## src/rtl/clause_stream_loader.sv

```systemverilog
// rtl/clause_stream_loader.sv - packs a signed-literal token stream into pos/neg clause masks,
// buffers the formula, then streams it to the solver as one contiguous load burst.
module clause_stream_loader #(
  parameter int NUM_LIT     = 30,
  parameter int VAR_W       = 5,
  parameter int MAX_CLAUSES = 32
) (
  input  logic                               clock,
  input  logic                               reset,
  input  logic                               in_valid,
  output logic                               in_ready,
  input  logic [VAR_W-1:0]                   in_var,
  input  logic                               in_neg,
  input  logic                               in_last,
  input  logic                               in_eof,
  output logic                               load,
  output logic [NUM_LIT-1:0]                 i,
  output logic [$clog2(MAX_CLAUSES+1)-1:0]   clause_cnt,
  output logic                               done,
  output logic                               err
);
  localparam int DEPTH = 2 * MAX_CLAUSES;
  localparam int AW    = $clog2(DEPTH);
  localparam int PW    = $clog2(DEPTH + 1);
  localparam int CW    = $clog2(MAX_CLAUSES + 1);
  localparam logic [VAR_W-1:0]   NUM_LIT_V = VAR_W'(NUM_LIT);
  localparam logic [NUM_LIT-1:0] LIT_ONE   = NUM_LIT'(1);

  typedef enum logic [1:0] {COLLECT, STREAM, TERM, FINISH} state_t;

  state_t             state;
  logic               term_second;
  logic [NUM_LIT-1:0] pos_acc, neg_acc;
  logic [PW-1:0]      wr_ptr, rd_ptr;
  logic [NUM_LIT-1:0] mem [DEPTH];

  logic               accept, lit_ok, close_req, full, wr_en;
  logic [NUM_LIT-1:0] lit_mask, pos_next, neg_next, first_word;
  logic [PW-1:0]      wr_ptr_next;
  logic [AW-1:0]      wa0, wa1;

  assign in_ready = (state == COLLECT);

  always_comb begin
    accept     = in_valid && (state == COLLECT);
    lit_ok     = !in_eof && (in_var != '0) && (in_var <= NUM_LIT_V);
    // variable k lands on bit NUM_LIT-k, so variable 1 is the MSB
    lit_mask   = lit_ok ? (LIT_ONE << (NUM_LIT_V - in_var)) : '0;
    pos_next   = pos_acc | (in_neg ? '0 : lit_mask);
    neg_next   = neg_acc | (in_neg ? lit_mask : '0);
    close_req  = accept && (in_eof ? (|(pos_acc | neg_acc)) : (lit_ok && in_last));
    full       = (clause_cnt == CW'(MAX_CLAUSES));
    wr_en      = close_req && !full;
    wr_ptr_next = wr_en ? (wr_ptr + PW'(2)) : wr_ptr;
    wa0        = wr_ptr[AW-1:0];
    wa1        = wr_ptr[AW-1:0] + 1'b1;
    // the very first clause may be written on the same edge it must appear on i
    first_word = (wr_ptr == '0) ? pos_next : mem[0];
  end

  always_ff @(posedge clock) begin
    if (wr_en) begin
      mem[wa0] <= pos_next;
      mem[wa1] <= neg_next;
    end
  end

  always_ff @(posedge clock or posedge reset) begin
    if (reset) begin
      state       <= COLLECT;
      term_second <= 1'b0;
      pos_acc     <= '0;
      neg_acc     <= '0;
      wr_ptr      <= '0;
      rd_ptr      <= '0;
      clause_cnt  <= '0;
      load        <= 1'b0;
      i           <= '0;
      done        <= 1'b0;
      err         <= 1'b0;
    end else begin
      case (state)
        COLLECT: begin
          if (accept) begin
            if (!in_eof && !lit_ok)
              err <= 1'b1;
            if (close_req) begin
              pos_acc <= '0;
              neg_acc <= '0;
              if (full) begin
                err <= 1'b1;
              end else begin
                wr_ptr     <= wr_ptr_next;
                clause_cnt <= clause_cnt + CW'(1);
              end
            end else if (lit_ok) begin
              pos_acc <= pos_next;
              neg_acc <= neg_next;
            end
            if (in_eof) begin
              load        <= 1'b1;
              term_second <= 1'b0;
              if (wr_ptr_next == '0) begin
                state <= TERM;
                i     <= '0;
              end else begin
                state  <= STREAM;
                i      <= first_word;
                rd_ptr <= PW'(1);
              end
            end
          end
        end
        STREAM: begin
          if (rd_ptr == wr_ptr) begin
            state <= TERM;
            i     <= '0;
          end else begin
            i      <= mem[rd_ptr[AW-1:0]];
            rd_ptr <= rd_ptr + PW'(1);
          end
        end
        TERM: begin
          if (term_second) begin
            state <= FINISH;
            load  <= 1'b0;
            done  <= 1'b1;
          end else begin
            term_second <= 1'b1;
          end
        end
        default: begin
          load <= 1'b0;
          i    <= '0;
          done <= 1'b1;
        end
      endcase
    end
  end
endmodule

```

## config.mk

```make
export PLATFORM = sky130hd
export DESIGN_NAME = clause_stream_loader
export DESIGN_NICKNAME = d
export VERILOG_FILES = /design/src/rtl/clause_stream_loader.sv
export SDC_FILE = /design/constraint.sdc
export NUM_CORES = 2
export LEC_CHECK = 0
export ABC_AREA = 1
export ABC_CLOCK_PERIOD_IN_PS = 5400
export CORE_MARGIN = 2
export CORE_UTILIZATION = 35
export CTS_CLUSTER_DIAMETER = 120
export CTS_CLUSTER_SIZE = 16
export DETAILED_ROUTE_END_ITERATION = 16
export GPL_TIMING_DRIVEN = 0
export PLACE_DENSITY_LB_ADDON = 0.12
export SYNTH_ARGS = -nofsm -noshare
export SYNTH_HDL_FRONTEND = slang
export SYNTH_SLANG_ARGS = --single-unit
```

## constraint.sdc

```tcl
create_clock -name clock -period 5.4 [get_ports clock]
set_input_delay 1.08 -clock clock [delete_from_list [all_inputs] [get_ports clock]]
set_output_delay 1.08 -clock clock [all_outputs]
set_load 0.005 [all_outputs]
```

Word level (Yosys, flattened, before mapping) --
Memory sizes are Yosys's and may differ from the RTL's. Cells that the tools add are included.
Cells by class: add/sub/neg operators 5, order comparisons 1, equality and inequality tests 10, shifts and indexed selects 1, muxes and demuxes 40, bitwise logic cells 7, reduce and logical (&&, ||, !) cells 29
Operators with widths (count):
- two-way mux 30 bit | 12
- OR 30 bit | 3
- case mux 30 bit (3 select lines) | 1
- two-way mux 7 bit | 5
- OR reduction 30 bit | 1
- left shift 1 x 5 -> 30 bit, first input constant | 1
- logical NOT 7 bit | 2
- case mux 7 bit (2 select lines) | 1
- adder 6 x 1 -> 6 bit, second input constant | 2
- two-way mux 1 bit | 12
- two-way mux 2 bit | 5
- AND reduction 5 bit | 2
- AND reduction 3 bit | 3
- != test 2 bit, second input constant | 4
- AND reduction 4 bit | 2
- adder 7 x 1 -> 7 bit, second input constant | 1
- adder 7 x 2 -> 7 bit, second input constant | 1
- equality test 7 bit | 1
- logical AND 1 bit | 7
- equality test 6 bit, second input constant | 1
- case mux 2 bit (3 select lines) | 1
- nonzero test 2 bit | 3
- <= comparator 5 bit, second input constant | 1
- nonzero test 5 bit | 1
- 12 further kinds | 20
Storage, ports and cells: register bits after elaboration 116, memory bits (writable) 1920, input bits 11, output and inout bits 40, word-level logic and storage cells 105, memories kept 1
Memory list:
- mem | depth 64, width 30, read ports 2, clocked after memory_dff 0, wr ports 2, RTL line 35 | logic [NUM_LIT-1:0] mem [DEPTH];

Longest topological paths before layout --
word-level depth 13, gate-level depth with buffers 16, depth with buffers taken out 15

Least setup slack after synthesis --
OpenSTA, ideal clock, no wires.
path kind in2reg, start point input port in_var[3], end point memory mem[51][16], data pin, setup time 0.267 ns, arrival 5.323 ns, data required time 5.133 ns, path slack -0.190 ns, stages 13, buffers on the path 2, cell sequence buf_2 -> nor2_1 -> nand2_4 -> nand3_2 -> nand2_2 -> nand4_4 -> nor2_1 -> inv_2 -> nor2_1 -> inv_1 -> clkbuf_1 -> nand2_1 -> o21ai_0
RTL lines:
- start, declared | RTL line 12 | input logic [VAR_W-1:0] in_var,
- end, declared | RTL line 35

Worst setup path after layout --
start point register rd_ptr[0], end point register i[0]
On the way: longest elaborated chain between the ends 3, elaborated cells between the ends (all ways) 4, those cells by class eq/ne: 1; mux: 2; memory: 1
Ends and longest elaborated chain:
- start, declared | RTL line 34 | logic [PW-1:0] wr_ptr, rd_ptr;
- start signal, assigned | RTL line 120 | rd_ptr <= rd_ptr + PW'(1);
- memory read (64 x 30 bit) or equality test 7 bit (tied branches)
- two-way mux 30 bit * | RTL line 115 | if (rd_ptr == wr_ptr) begin
- case mux 30 bit (3 select lines) * | RTL line 82 | case (state)
- end signal, assigned | RTL line 108 | i <= first_word;
- end signal, assigned | RTL line 119 | i <= mem[rd_ptr[AW-1:0]];
- end, declared | RTL line 17 | output logic [NUM_LIT-1:0] i,
Every way passes the cells marked *; elsewhere a longest branch is shown, timed or not. A chain may end at the register's enable or synchronous reset.

==> reports/results.tsv <==
stage	metric	value	unit
sta	fin crit share	100	%
sta	actual slew at the worst max-slew pin	1.64	ns
power_and_ir_drop	NetSw	6.08	mW
power_and_ir_drop	Pwr Density	272	mW/mm^2
global_route	vias in the first global route	69750	
yosys	syn_nets	8968	
route	DRC viols	0	
route	DR iter-0 viols	11687	
sta	setup TNS	-0.000238	ns
cts	setup bufs post-CTS	0	
floorplan	core area	0.263	sq mm
power_and_ir_drop	total chip power	28.1	mW
worst_setup_path	Arr. time, crit path	6.20	ns
cts	Clock Path Buffers	3	
global_route	Overflow after GRT	0	
floorplan	Initial Util	35.3	%
sta	worst rel slew slack	-9.04	%
yosys	mapped cell area	0.0928	sq mm
placed_design	pre-CTS WS	-0.366	ns
cts	clock buffers created by TritonCTS	145	
route	Final ANT Viol Nets	0	
run_status	outcome	finished, violations left	
cts	CTS tree	yes	
yosys	top post-synthesis cells by area	edfxtp_1, nand2_1, o21ai_0	
sta	clk_skew	0.0570	ns
placed_design	Port Buf Inserts	50	
global_route	GRT met1 Usage	40.7	%
global_route	gr usage total	32.0	%
worst_setup_path	FF-to-FF setup slack	-0.0002	ns
cts	worst skew pair latency	0.88	ns
cts	post_cts resized	0	
run_status	failing checks	max-capacitance violations, max-slew violations, negative setup slack	
job	Max-cap violations	7	
placed_design	Final GP Congestion	1.02	
global_route	met2 Use GR	48.7	%
hold_path	HP Start	done	
power_and_ir_drop	Comb power frac	0.8	%
sta	final hold viol count	0	
worst_setup_path	Required @ worst endpoint	6.20	ns
cells_and_area	Final Cell Area	0.104	sq mm
cells_and_area	Nets	9238	
hold_path	Min-Delay Path Class	register to register	
route	wire per inst	34.7	um
floorplan	die height	519	um
placed_design	detailed-placement wirelength estimate	325	mm
worst_setup_path	crit path capture type	register	
sta	final setup vio count	1	
worst_setup_path	crit path max fanout	10	
worst_setup_path	Worst setup startpoint	rd_ptr[0]	
yosys	Cells after Synth	8947	
floorplan	row cnt	188	
global_route	first-pass GRT wire length	589	mm
yosys	#FFs+latches synth	2035	
global_route	gr busiest metal	met2	
power_and_ir_drop	clock group share of total power	38.8	%
floorplan	Die W	519	um
cts	htree depth	4	
sta	RSZ-0062 raised after global routing	no	
power_and_ir_drop	Sw Share	21.6	%
power_and_ir_drop	internal power	22.0	mW
power_and_ir_drop	Static Leak	32.4	nW
worst_setup_path	critical path class	register to register	
sta	Final Max Slew Viols	77	
yosys	area fraction of the dominant cell type after synthesis	62.2	%
global_route	largest net degree at the start of global routing	76	
cts	CTS Hold Bufs	0	
global_route	met3 GRT Util	8.95	%
route	via/cell ratio	5.87	
sta	Fin Hold WS	0.469	ns
route	Vias	75123	
worst_setup_path	r2r startpoint	rd_ptr[0]	
power_and_ir_drop	sequential share of power	60.5	%
yosys	synthesized area per cell	10.4	sq um
sta	fmax	185	MHz
sta	crit path time final	5.40	ns
yosys	post-synth cell types	45	
sta	Final WS setup	-0.000238	ns
cells_and_area	Area Growth Syn to Fin	11.6	%
floorplan	IO Count	51	
cts	Reg clk slew, reported paths	0.08	ns
route	Initial DRT Pass Iterations	6	
route	final wirelength	445	mm
cells_and_area	layout cell share with drive strength beyond 1	6.29	%
placed_design	Post-DP Area	0.0994	sq mm
yosys	sequential share of the synthesized area	65.3	%
cts	clock root buffer master	clkbuf_16	
cts	clock sinks	2035	
worst_setup_path	startpoint types	register	
floorplan	die area	0.269	sq mm
yosys	cell taking the most area after synthesis	edfxtp_1	
yosys	yosys warns	0	
power_and_ir_drop	worst IR drop on VDD	0.290	mV
global_route	initial antenna violation count	44	
## through the flow
| stage | std cells | util [%] |
|---|---|---|
| 2_1_floorplan | 8947 | - |
| 3_3_place_gp | 12512 | 37.1 |
| 3_5_place_dp | 12582 | 37.8 |
| 4_1_cts | 12774 | 39.3 |
| 5_1_grt | 12778 | 39.4 |
| 6_report | 12797 | 39.4 |
## final timing paths
kind                            cells after the start           to
worst max-delay path                               14         i[0]
worst min-delay path                                1         done
worst max register to register                     14         i[0]
worst min register to register                      1         done
max in group asynchronous                           3   pos_acc[5]
min in group asynchronous                           2  pos_acc[20]
## cells in the mapped netlist (all sizes together)
cell    number
o21ai     1709
clkinv       1
nand3      306
ha          10
a31o        27
mux2i      240
a21o         3
nor4         4
inv        216
nand2     2079
or2         11
a21oi      339
o211ai      38
buf        249
dfrtp      115
o21a         1
nor3         9
clkbuf     560
o21bai       2
nand4       12
a41o         1
a31oi       12
nor2       858
o22ai      211
xor2        14
edfxtp    1920
## power by group through the flow
stage / registers (mW) / clock network [mW] / logic [mW]
after floorplan: 17.4 / 0 / 0.107
after global placement: 17.4 / 0 / 0.206
after detailed placement: 17.4 / 0 / 0.212
after CTS: 17.0 / 10.9 / 0.212
after global routing: 17.0 / 11.4 / 0.230
final: 17.0 / 10.9 / 0.219
## flip-flops by register name, summed over array words and instances (netlist names)
signal,count
term_second,1
neg_acc,30
err,1
mem,1920
i,30
pos_acc,30
done,1
load,1
rd_ptr,7
clause_cnt,6
wr_ptr,6
state,2
## cell families after synthesis
logic type                 count (synthesis)  synth area share (%)
and+or+nand+nor                         3279                  14.0
AOI/OAI and AO/OA                       2343                  13.3
DFF                                     2035                  65.3
buffers and inverters                   1026                  4.64
muxes                                    240                  2.59
xor gates and xnor gates                  14                 0.140
adders and majority gates                 10                 0.135
## critical path: stages, from the launching register on
cell      delay, ns
dfrtp_1        0.62
buf_4          0.42
inv_2          0.19
clkbuf_1       1.20
clkbuf_1       1.02
nand2_1        0.10
a21oi_1        0.17
nor2_1         0.08
nand2_1        0.11
nand3_1        0.50
nand3_1        0.23
nand3_1        0.31
nand2_1        0.19
a21oi_2        0.06
nor2_1         0.08
## per-layer routing
| metal | wire [um] | vias to the layer above | part of all wire (%) |
|---|---|---|---|
| li1 | - | 31773 | - |
| met1 | 168000 | 37479 | 38 |
| met2 | 196000 | 4885 | 44 |
| met3 | 51500 | 968 | 12 |
| met4 | 29200 | 18 | 6.6 |
| met5 | 245 | - | 0.055 |
## area by class of cell
class                      instances  area [sq um]
inverter                         217           820
multi-input combinational       5886         28100
clock inverter                    14           159
clock buffer                     178          3820
fill                           25864        159000
antenna                           20          50.0
sequential                      2035         60500
buffer                           809          3500
tap                             3515          4400
timing repair buffer             123          2120
## placed cells by master, fill, tap and decap left out, types with 4 or more instances in the layout
cell type           n
diode_2            20
nand2_1          2065
edfxtp_1         1920
nor2_2              4
a31o_1             17
a21oi_2            24
a31o_2             10
o211ai_1           38
inv_1             181
o21ai_0          1487
clkbuf_1          580
nand4_1             9
a31oi_1            12
inv_2              34
dfrtp_1           115
o21ai_1           222
inv_6               9
nand2_2            11
nor4_1              4
clkbuf_16         148
o22ai_1           211
nor3_1              8
or2_2              10
mux2i_1           240
nor2_1            819
clkdlybuf4s50_1    50
clkinv_8            5
xor2_1             13
nand3_1           303
buf_12             48
ha_1               10
buf_2             125
buf_16             23
nor2_4             35
clkbuf_2           11
buf_4              63
buf_6               8
buf_1              52
a21oi_1           315
Note: power is estimated with default switching activity, not from simulation.
